### config.mk
export PLATFORM = sky130hd
export DESIGN_NAME = mandel_engine_scheduler_flat
export DESIGN_NICKNAME = d
export VERILOG_FILES = /design/src/rtl/mandel_engine_scheduler_pkg.sv /design/src/rtl/mandel_engine_scheduler_if.sv /design/src/rtl/mandel_engine_scheduler_raster_counter.sv /design/src/rtl/mandel_engine_scheduler.sv /design/src/flat_wrapper.sv
export SDC_FILE = /design/constraint.sdc
export NUM_CORES = 1
export LEC_CHECK = 0
export ABC_AREA = 1
export BUFFER_PORTS_ARGS = -buffer_cell sky130_fd_sc_hd__buf_2
export CELL_PAD_IN_SITES_DETAIL_PLACEMENT = 1
export CELL_PAD_IN_SITES_GLOBAL_PLACEMENT = 1
export CORE_MARGIN = 2
export CORE_UTILIZATION = 45
export CTS_CLUSTER_DIAMETER = 150
export CTS_CLUSTER_SIZE = 10
export DETAILED_ROUTE_END_ITERATION = 12
export HOLD_SLACK_MARGIN = 0.02
export PLACE_DENSITY_LB_ADDON = 0.1
export SYNTH_ARGS = -nofsm -noshare
export SYNTH_HDL_FRONTEND = slang
export SYNTH_SLANG_ARGS = --single-unit
### constraint.sdc
create_clock -name sysclk -period 8.8 [get_ports sysclk]
set_clock_uncertainty 0.2 [all_clocks]
set_input_delay 0.88 -clock sysclk [delete_from_list [all_inputs] [get_ports sysclk]]
set_output_delay 0.88 -clock sysclk [all_outputs]
set_load 0.005 [all_outputs]
### src/rtl/mandel_engine_scheduler_pkg.sv
// Shared types and raster helpers for the Mandelbrot engine scheduler.
package mandel_pkg;

  localparam int X_SIZE  = 640;
  localparam int Y_SIZE  = 480;
  localparam int DEPTH_W = 8;
  localparam int X_W     = 10;
  localparam int Y_W     = 9;

  typedef enum logic [1:0] {
    IDLE = 2'd0,
    BUSY = 2'd1,
    DONE = 2'd2
  } slot_e;

  typedef struct packed {
    logic [X_W-1:0] x;
    logic [Y_W-1:0] y;
  } raster_t;

  // Next pixel in raster order; the last pixel of a frame wraps to (0,0).
  function automatic raster_t raster_next(raster_t p, int xs, int ys);
    raster_t n;
    n = p;
    if (p.x == X_W'(xs - 1)) begin
      n.x = '0;
      n.y = (p.y == Y_W'(ys - 1)) ? '0 : p.y + 1'b1;
    end else begin
      n.x = p.x + 1'b1;
    end
    return n;
  endfunction

endpackage

### src/rtl/mandel_engine_scheduler_if.sv
// Engine-bank and output-stream bundle between the scheduler and its neighbours.
interface mandel_engine_scheduler_if #(
  parameter int N_ENGINES = 4,
  parameter int DEPTH_W   = 8
);
  logic                           enable;
  logic [N_ENGINES-1:0]           eng_start;
  logic [mandel_pkg::X_W-1:0]     eng_x;
  logic [mandel_pkg::Y_W-1:0]     eng_y;
  logic [N_ENGINES-1:0]           eng_done;
  logic [N_ENGINES*DEPTH_W-1:0]   eng_depth;
  logic [DEPTH_W-1:0]             out_depth;
  logic [mandel_pkg::X_W-1:0]     out_x;
  logic [mandel_pkg::Y_W-1:0]     out_y;
  logic                           out_sof;
  logic                           out_eol;
  logic                           out_valid;
  logic                           out_ready;
  logic                           busy;
  logic                           proto_err;

  modport master (
    input  enable, eng_done, eng_depth, out_ready,
    output eng_start, eng_x, eng_y, out_depth, out_x, out_y,
           out_sof, out_eol, out_valid, busy, proto_err
  );

  modport slave (
    output enable, eng_done, eng_depth, out_ready,
    input  eng_start, eng_x, eng_y, out_depth, out_x, out_y,
           out_sof, out_eol, out_valid, busy, proto_err
  );
endinterface

### src/rtl/mandel_engine_scheduler_raster_counter.sv
// (x,y) raster position counter; pos_d exposes the value it will take at the next edge.
module raster_counter
  import mandel_pkg::*;
#(
  parameter int XS = 640,
  parameter int YS = 480
) (
  input  logic    clk,
  input  logic    rst,
  input  logic    adv,
  output raster_t pos,
  output raster_t pos_d
);
  assign pos_d = adv ? raster_next(pos, XS, YS) : pos;

  always_ff @(posedge clk or posedge rst) begin
    if (rst) pos <= '0;
    else     pos <= pos_d;
  end
endmodule

### src/rtl/mandel_engine_scheduler.sv
// Round-robin dispatcher for a bank of depth engines; results are re-ordered into raster order.
module mandel_engine_scheduler #(
  parameter int N_ENGINES = 4,
  parameter int X_SIZE    = mandel_pkg::X_SIZE,
  parameter int Y_SIZE    = mandel_pkg::Y_SIZE,
  parameter int DEPTH_W   = mandel_pkg::DEPTH_W
) (
  input logic sysclk,
  input logic reset,
  mandel_engine_scheduler_if.master bus
);
  import mandel_pkg::*;

  localparam int PW = $clog2(N_ENGINES);

  if (X_SIZE > 1024 || Y_SIZE > 512 || N_ENGINES < 2 || N_ENGINES > 8) begin : g_bad_cfg
    $error("mandel_engine_scheduler: unsupported size parameters");
  end

  slot_e [N_ENGINES-1:0]               slot_q, slot_d;
  logic  [N_ENGINES-1:0][DEPTH_W-1:0]  res_q, res_d;
  logic  [PW-1:0]                      dp, dp_d, op, op_d;
  raster_t                             dpos, dpos_d, opos, opos_d;
  logic                                disp, acc, perr_d, busy_d;

  // Pixel k is pinned to engine k mod N, so dispatch waits on the pointed slot only.
  assign disp = bus.enable && (slot_q[dp] == IDLE);
  assign acc  = bus.out_valid && bus.out_ready;
  assign dp_d = disp ? ((dp == PW'(N_ENGINES - 1)) ? '0 : dp + 1'b1) : dp;
  assign op_d = acc  ? ((op == PW'(N_ENGINES - 1)) ? '0 : op + 1'b1) : op;

  raster_counter #(.XS(X_SIZE), .YS(Y_SIZE)) u_disp_ctr (
    .clk(sysclk), .rst(reset), .adv(disp), .pos(dpos), .pos_d(dpos_d)
  );

  raster_counter #(.XS(X_SIZE), .YS(Y_SIZE)) u_out_ctr (
    .clk(sysclk), .rst(reset), .adv(acc), .pos(opos), .pos_d(opos_d)
  );

  always_comb begin
    slot_d = slot_q;
    res_d  = res_q;
    perr_d = bus.proto_err;
    busy_d = 1'b0;
    for (int i = 0; i < N_ENGINES; i++) begin
      case (slot_q[i])
        IDLE: if (disp && dp == PW'(i)) slot_d[i] = BUSY;
        BUSY: if (bus.eng_done[i]) begin
          slot_d[i] = DONE;
          res_d[i]  = bus.eng_depth[i*DEPTH_W +: DEPTH_W];
        end
        DONE: if (acc && op == PW'(i)) slot_d[i] = IDLE;
        default: slot_d[i] = IDLE;
      endcase
      // A done on a slot that has nothing outstanding is dropped but remembered.
      if (bus.eng_done[i] && slot_q[i] != BUSY) perr_d = 1'b1;
      if (slot_d[i] != IDLE) busy_d = 1'b1;
    end
  end

  // Outputs are registered from next-state so a done shows up after one edge.
  always_ff @(posedge sysclk or posedge reset) begin
    if (reset) begin
      for (int i = 0; i < N_ENGINES; i++) slot_q[i] <= IDLE;
      res_q         <= '0;
      dp            <= '0;
      op            <= '0;
      bus.eng_start <= '0;
      bus.eng_x     <= '0;
      bus.eng_y     <= '0;
      bus.out_valid <= 1'b0;
      bus.out_depth <= '0;
      bus.out_x     <= '0;
      bus.out_y     <= '0;
      bus.out_sof   <= 1'b0;
      bus.out_eol   <= 1'b0;
      bus.busy      <= 1'b0;
      bus.proto_err <= 1'b0;
    end else begin
      slot_q        <= slot_d;
      res_q         <= res_d;
      dp            <= dp_d;
      op            <= op_d;
      bus.eng_start <= disp ? (N_ENGINES'(1) << dp) : '0;
      bus.eng_x     <= disp ? dpos.x : '0;
      bus.eng_y     <= disp ? dpos.y : '0;
      bus.out_valid <= (slot_d[op_d] == DONE);
      bus.out_depth <= res_d[op_d];
      bus.out_x     <= opos_d.x;
      bus.out_y     <= opos_d.y;
      bus.out_sof   <= (opos_d.x == '0) && (opos_d.y == '0);
      bus.out_eol   <= (opos_d.x == X_W'(X_SIZE - 1));
      bus.busy      <= busy_d;
      bus.proto_err <= perr_d;
    end
  end
endmodule

### src/flat_wrapper.sv
// flat-port wrapper written by rule: the top's interface ports become plain ports
module mandel_engine_scheduler_flat import mandel_pkg::*;
#(
  parameter int N_ENGINES = 4,
  parameter int X_SIZE    = mandel_pkg::X_SIZE,
  parameter int Y_SIZE    = mandel_pkg::Y_SIZE,
  parameter int DEPTH_W   = mandel_pkg::DEPTH_W
)
  (sysclk, reset, bus_enable, bus_eng_done, bus_eng_depth, bus_out_ready, bus_eng_start, bus_eng_x, bus_eng_y, bus_out_depth, bus_out_x, bus_out_y, bus_out_sof, bus_out_eol, bus_out_valid, bus_busy, bus_proto_err);
  mandel_engine_scheduler_if #(.N_ENGINES(N_ENGINES), .DEPTH_W(DEPTH_W)) bus_i ();
  input logic sysclk;
  input logic reset;
  input wire logic [$bits(bus_i.enable)-1:0] bus_enable;
  input wire logic [$bits(bus_i.eng_done)-1:0] bus_eng_done;
  input wire logic [$bits(bus_i.eng_depth)-1:0] bus_eng_depth;
  input wire logic [$bits(bus_i.out_ready)-1:0] bus_out_ready;
  output wire logic [$bits(bus_i.eng_start)-1:0] bus_eng_start;
  output wire logic [$bits(bus_i.eng_x)-1:0] bus_eng_x;
  output wire logic [$bits(bus_i.eng_y)-1:0] bus_eng_y;
  output wire logic [$bits(bus_i.out_depth)-1:0] bus_out_depth;
  output wire logic [$bits(bus_i.out_x)-1:0] bus_out_x;
  output wire logic [$bits(bus_i.out_y)-1:0] bus_out_y;
  output wire logic [$bits(bus_i.out_sof)-1:0] bus_out_sof;
  output wire logic [$bits(bus_i.out_eol)-1:0] bus_out_eol;
  output wire logic [$bits(bus_i.out_valid)-1:0] bus_out_valid;
  output wire logic [$bits(bus_i.busy)-1:0] bus_busy;
  output wire logic [$bits(bus_i.proto_err)-1:0] bus_proto_err;
  assign bus_i.enable = bus_enable;
  assign bus_i.eng_done = bus_eng_done;
  assign bus_i.eng_depth = bus_eng_depth;
  assign bus_i.out_ready = bus_out_ready;
  assign bus_eng_start = bus_i.eng_start;
  assign bus_eng_x = bus_i.eng_x;
  assign bus_eng_y = bus_i.eng_y;
  assign bus_out_depth = bus_i.out_depth;
  assign bus_out_x = bus_i.out_x;
  assign bus_out_y = bus_i.out_y;
  assign bus_out_sof = bus_i.out_sof;
  assign bus_out_eol = bus_i.out_eol;
  assign bus_out_valid = bus_i.out_valid;
  assign bus_busy = bus_i.busy;
  assign bus_proto_err = bus_i.proto_err;
  mandel_engine_scheduler #(.N_ENGINES(N_ENGINES), .X_SIZE(X_SIZE), .Y_SIZE(Y_SIZE), .DEPTH_W(DEPTH_W)) u_core (.sysclk(sysclk), .reset(reset), .bus(bus_i));
endmodule
# Word-level counts from Yosys, hierarchy flattened
# Cells that the tools add are included.
# op_classes
addsub	6
n_lt_le_gt_ge	2
n_eq_ne	24
shifts	1
muxes	50
reduce_logical	30
# op_table
op	count
2-to-1 mux 8 bit	9
2-to-1 mux 9 bit	4
2-to-1 mux 2 bit	17
== test 10 bit, second input constant	3
2-to-1 mux 10 bit	3
one-hot mux 2 bit (3 select lines)	4
adder 10 x 1 -> 10 bit, second input constant	2
2-to-1 mux 19 bit	1
adder 9 x 1 -> 9 bit, second input constant	2
== test 2 bit, second input constant	9
== test 9 bit, second input constant	2
binary-select mux 8 bit (select 2 bit)	1
logical AND 1 bit	15
logical NOT 2 bit	7
== test 2 x 1 -> 1 bit, second input constant	6
logical NOT 10 bit	1
logical NOT 9 bit	1
binary-select mux 2 bit (select 2 bit)	2
2-to-1 mux 1 bit	8
!= test 2 x 1 -> 1 bit, second input constant	4
nonzero test 2 bit	4
less-than comparator 2 x 3 -> 1 bit, second input constant	2
adder 2 x 1 -> 2 bit, second input constant	2
2-to-1 mux 4 bit	1
3 further kinds	3
# word_totals
regBits	118
inputBits	40
elab_cells	136

# Logic depth before layout (Yosys ltp)
# depth
word_depth	12
mapped_depth	13
depth_no_buf	12

# By module
# A second synthesis with hierarchy kept.
# hier_totals
hier_cells	685
hier_area_um2	6411.1
# by_module_without_submodules
module	n_inst	cells_per_inst	area_each_um2
mandel_engine_scheduler	1	396	4257.8
raster_counter at u_core.u_disp_ctr	1	149	1082.3
raster_counter at u_core.u_out_ctr	1	140	1071.0

# Least setup slack after synthesis
# Ideal clock, no wire load.
# synth_path
kind	input -> register
start	input bus_out_ready
end	register u_core.bus.out_depth[0]
setup_time_ps	126
t_arrival_ps	1839
required_time_ps	8474
slack_ps	6634
cell_stages	9
n_path_buf	2
cell_sequence	nand2_1 -> inv_1 -> buf_4 -> nand2_1 -> o21ai_1 -> inv_1 -> buf_2 -> o21ai_0 -> o22ai_1
# synth_via
elab_chain_cells	4
# synth_lines
element	line_no	text
start: declaration	flat_wrapper.sv:16	input wire logic [$bits(bus_i.out_ready)-1:0] bus_out_ready;
logical AND 1 bit	mandel_engine_scheduler.sv:28	assign acc = bus.out_valid && bus.out_ready;
2-to-1 mux 2 bit	mandel_engine_scheduler.sv:30	assign op_d = acc ? ((op == PW'(N_ENGINES - 1)) ? '0 : op + 1'b1) : op;
binary-select mux 8 bit (select 2 bit)	mandel_engine_scheduler.sv:88	bus.out_depth <= res_d[op_d];
2-to-1 mux 8 bit (implied by the code)	mandel_engine_scheduler.sv:88	
end signal: assignment	mandel_engine_scheduler.sv:88	
end: declaration	mandel_engine_scheduler_if.sv:24	output eng_start, eng_x, eng_y, out_depth, out_x, out_y,
# Every way passes these cells. The select of a mux whose other input is x is not followed.
# A chain may end at the register's enable or synchronous reset.

# Final worst setup path
# layout_path
start	input bus_out_ready
end	register u_core.bus.out_depth[1]
# Same word-level chain as after synthesis.

==> summary.txt <==
Yosys
  – Top FF cell, synth: dfrtp_1
  – Seq/Total Area, Yosys: 0.539
  – Mux contribution to synthesized area: 0
  – Synth Area in Compound Gates: 0.0541
  – Mean Syn Cell Area: 8.38 sq um
  – Gate count of the mapped netlist: 654
  – Net Count, Synth: 706
  – Synthesized cell area: 5480 sq um
  – Synth Area in XOR/XNOR: 0.0224
  – Post-Synth Simple-Gate Area: 0.280
  – Syn. warnings: 0
  – Post-synth ARST share: 1.00
  – Adder and majority cell fraction of the synthesized area: 0.0274
  – Largest family of logic cells by synthesized area: simple AND/OR/NAND/NOR gates
  – FF+latch count, synth: 118
  – EDFF count, synth: 0
  – Synth cell types: 33

Worst setup path
  – R2r startpoint: u_core.dp[0]
  – CP startpoint: bus_out_ready
  – CP bufs+invs: 4
  – CP required: 8.93 ns
  – Slowest-stage cell, CP: inv_1
  – Critical path arrival: 2.97 ns
  – CP top delay family: buffers and inverters
  – CP cell instances: buf_2, nand2_1, inv_1, nand2_1, o21ai_1, buf_4, inv_1, o21ai_0, o22ai_1
  – Type of origin of the critical path: primary input
  – Crit end category: flip-flop
  – Max Fanout on Critical Path: 20
  – Crit Path Class: primary input to flip-flop
  – Crit-path max cell delay: 0.40 ns

Routing
  – Detailed-route via count: 4626
  – ANT nets after route: 0
  – DR DRC count: 0
  – DR iter-0 viols: 197
  – DR WL/cell: 15.5 microns
  – DR vias/cell: 5.06
  – Post-Route WL: 14200 microns
  – First-pass DRT Iterations: 4

Placed design
  – Dpl hpwl: 10000 microns
  – Placer Congestion: 0.861
  – Port bufs: 94
  – DP Area: 6060 sq um

Hold path
  – Critical hold path startpoint: u_core.res_q[11]
  – Worst min path class: flip-flop to flip-flop

Outcome
  – Status: completed

Layout
  – Post-layout nets: 807
  – Design Area, Final: 6720 sq um
  – Area delta synth->final: 22.6%
  – N_diodes: 0
  – Finished Core Util: 0.562
  – Share of layout cells above drive strength 1: 0.193

Clock tree
  – CTS tree: built
  – Clock Path Buffers: 2
  – Clock transition at path regs: 0.05 ns
  – CTS H-tree lvls: 4
  – Clock sink total: 118
  – Clk_lat worst skew: 0.42 ns
  – CTS resizes: 0
  – Num CTS Buffers: 17
  – Post-CTS Setup Inserts: 0
  – Root Buffer: clkbuf_16
  – # hold bufs at CTS: 0

Timing
  – Fin Setup TNS: 0 ns
  – Period utilization: 0.323
  – RSZ-0062 raised after global routing: false
  – Slew Viols, Final: 0
  – Post-route minimum period: 2.84 ns
  – Tightest Pin Transition: 0.922 ns
  – Setup violators final: 0
  – Slew margin rel.: 0.385
  – Hold Vio Cnt, Final: 0
  – Hold Slack: 0.279 ns
  – Fmax: 352 MHz

GRT
  – GR Util met1: 0.298
  – Grt ovf: 0
  – First-pass GRT wire length: 24000 microns
  – GRT Total Usage: 0.237
  – Met2 Track Usage GR: 0.403
  – Largest net degree at the start of global routing: 73
  – Number of global-route vias before repair: 4966
  – Most Crowded Layer GR: met2
  – Met3 usage: 0.0545
  – Initial antenna violation count: 0

Floorplan
  – Core area: 12000 sq um
  – Die X: 114 microns
  – Initial Util: 0.458
  – Die outline area: 13100 sq um
  – FP Rows: 40
  – I/O pins: 95
  – DIE HEIGHT: 114 microns

Flow run
  – Max_cap viols: 0

Power and ir drop
  – Lkg Pwr: 3.66 nW
  – Pwr Density: 336 nW/um^2
  – VDD IR max: 0.179 mV
[path summary, 6_finish.rpt]
path                       cells past startpoint  slack (ns)                        to
hold / removal                                 2        0.28          u_core.res_q[11]
max in group asynchronous                      3        6.72          u_core.res_q[25]
min in group asynchronous                      2        0.32          u_core.res_q[16]
setup reg to reg                               9        6.06  u_core.u_disp_ctr.pos[2]
hold reg to reg                                2        0.28          u_core.res_q[11]
setup / recovery                               9        5.96   u_core.bus.out_depth[1]
[layer usage]
metal  routed length [microns]  vias up
met5                         0        -
met4                       216        0
met3                       417       19
met2                      7210       78
met1                      6360     2261
li1                          -     2268
[Yosys cell counts (3+ instances only)]
library cell,count,area share
nand2_1,193,0.13
dfrtp_1,118,0.54
inv_1,84,0.058
nor2_1,74,0.051
nand3_1,35,0.032
o21ai_0,35,0.032
nand4_1,16,0.018
nor3_1,14,0.013
xor2_1,14,0.022
ha_1,12,0.027
o22ai_1,9,0.010
buf_2,5,0.0046
nor2_2,5,0.0057
buf_4,4,0.0055
inv_2,4,0.0027
o21ai_1,4,0.0037
buf_6,3,0.0062
nand2_2,3,0.0034
nand3b_1,3,0.0041
nor3_2,3,0.0055
[per-stage QoR]
stage               worst slack, ns  total power, mW  instances
detailed placement             5.62             1.48        883
CTS                            5.65             2.28        914
global route                   5.78             2.41        914
global placement               5.74             1.44        883
finish                         5.96             2.26        914
floorplan                      4.59             1.26        654
[worst reg2reg max path, delay by kind of cell, from the launching register on]
kind | cells | cell delay (ns)
AOI/OAI and AO/OA | 2 | 0.20
xor gates and xnor gates | 1 | 0.18
buffers and inverters | 1 | 0.16
DFF | 1 | 0.43
and+or+nand+nor | 5 | 1.45
[registers in the layout, indices dropped and copies added (netlist names)]
signal	cells
u_core.res_q	32
u_core.u_disp_ctr.pos	19
u_core.bus.eng_x	10
u_core.bus.out_x	10
u_core.bus.eng_y	9
u_core.bus.out_y	9
u_core.bus.out_depth	8
u_core.slot_q	8
u_core.bus.eng_start	4
u_core.dp	2
u_core.op	2
u_core.bus.busy	1
u_core.bus.out_eol	1
u_core.bus.out_sof	1
u_core.bus.out_valid	1
u_core.bus.proto_err	1
[placed cells by master, fill, tap and decap left out, types with 4 or more instances in the layout]
cell type / netlist / routed
o22ai_1: 9 / 9
clkbuf_16: 0 / 17
clkinv_2: 0 / 4
xor2_1: 14 / 14
ha_1: 12 / 12
nand4_1: 16 / 16
o21ai_0: 35 / 35
nor2_2: 5 / 6
dfrtp_1: 118 / 118
nand2_1: 193 / 193
nor3_1: 14 / 14
bufinv_16: 0 / 6
o21ai_1: 4 / 4
inv_2: 4 / 4
nand3_1: 35 / 35
buf_2: 5 / 94
nor2_1: 74 / 73
inv_1: 84 / 83
[cell families after synthesis]
group	Yosys count
XOR/XNOR	14
buffers and inverters	102
AO/OA/AOI/OAI	54
adder cells (fa/ha/maj)	12
flip-flops	118
AND/OR/NAND/NOR	354
[final cells by class]
cell class                      instances  area (sq um)
Clock buffer                           21           460
Clock inverter                         10           200
Fill cell                            1473          5240
Inverter                               88           333
Multi-Input combinational cell        434          2100
Sequential cell                       118          2950
Tap cell                              147           184
Timing Repair Buffer                   96           485
[report_power, final]
part	switching, mW	total [mW]	internal [mW]
clock	0.238	0.780	0.542
sequential	0.0889	0.813	0.724
combinational	0.439	0.666	0.226
total	0.767	2.26	1.49
(Power assumes the default switching activity.)
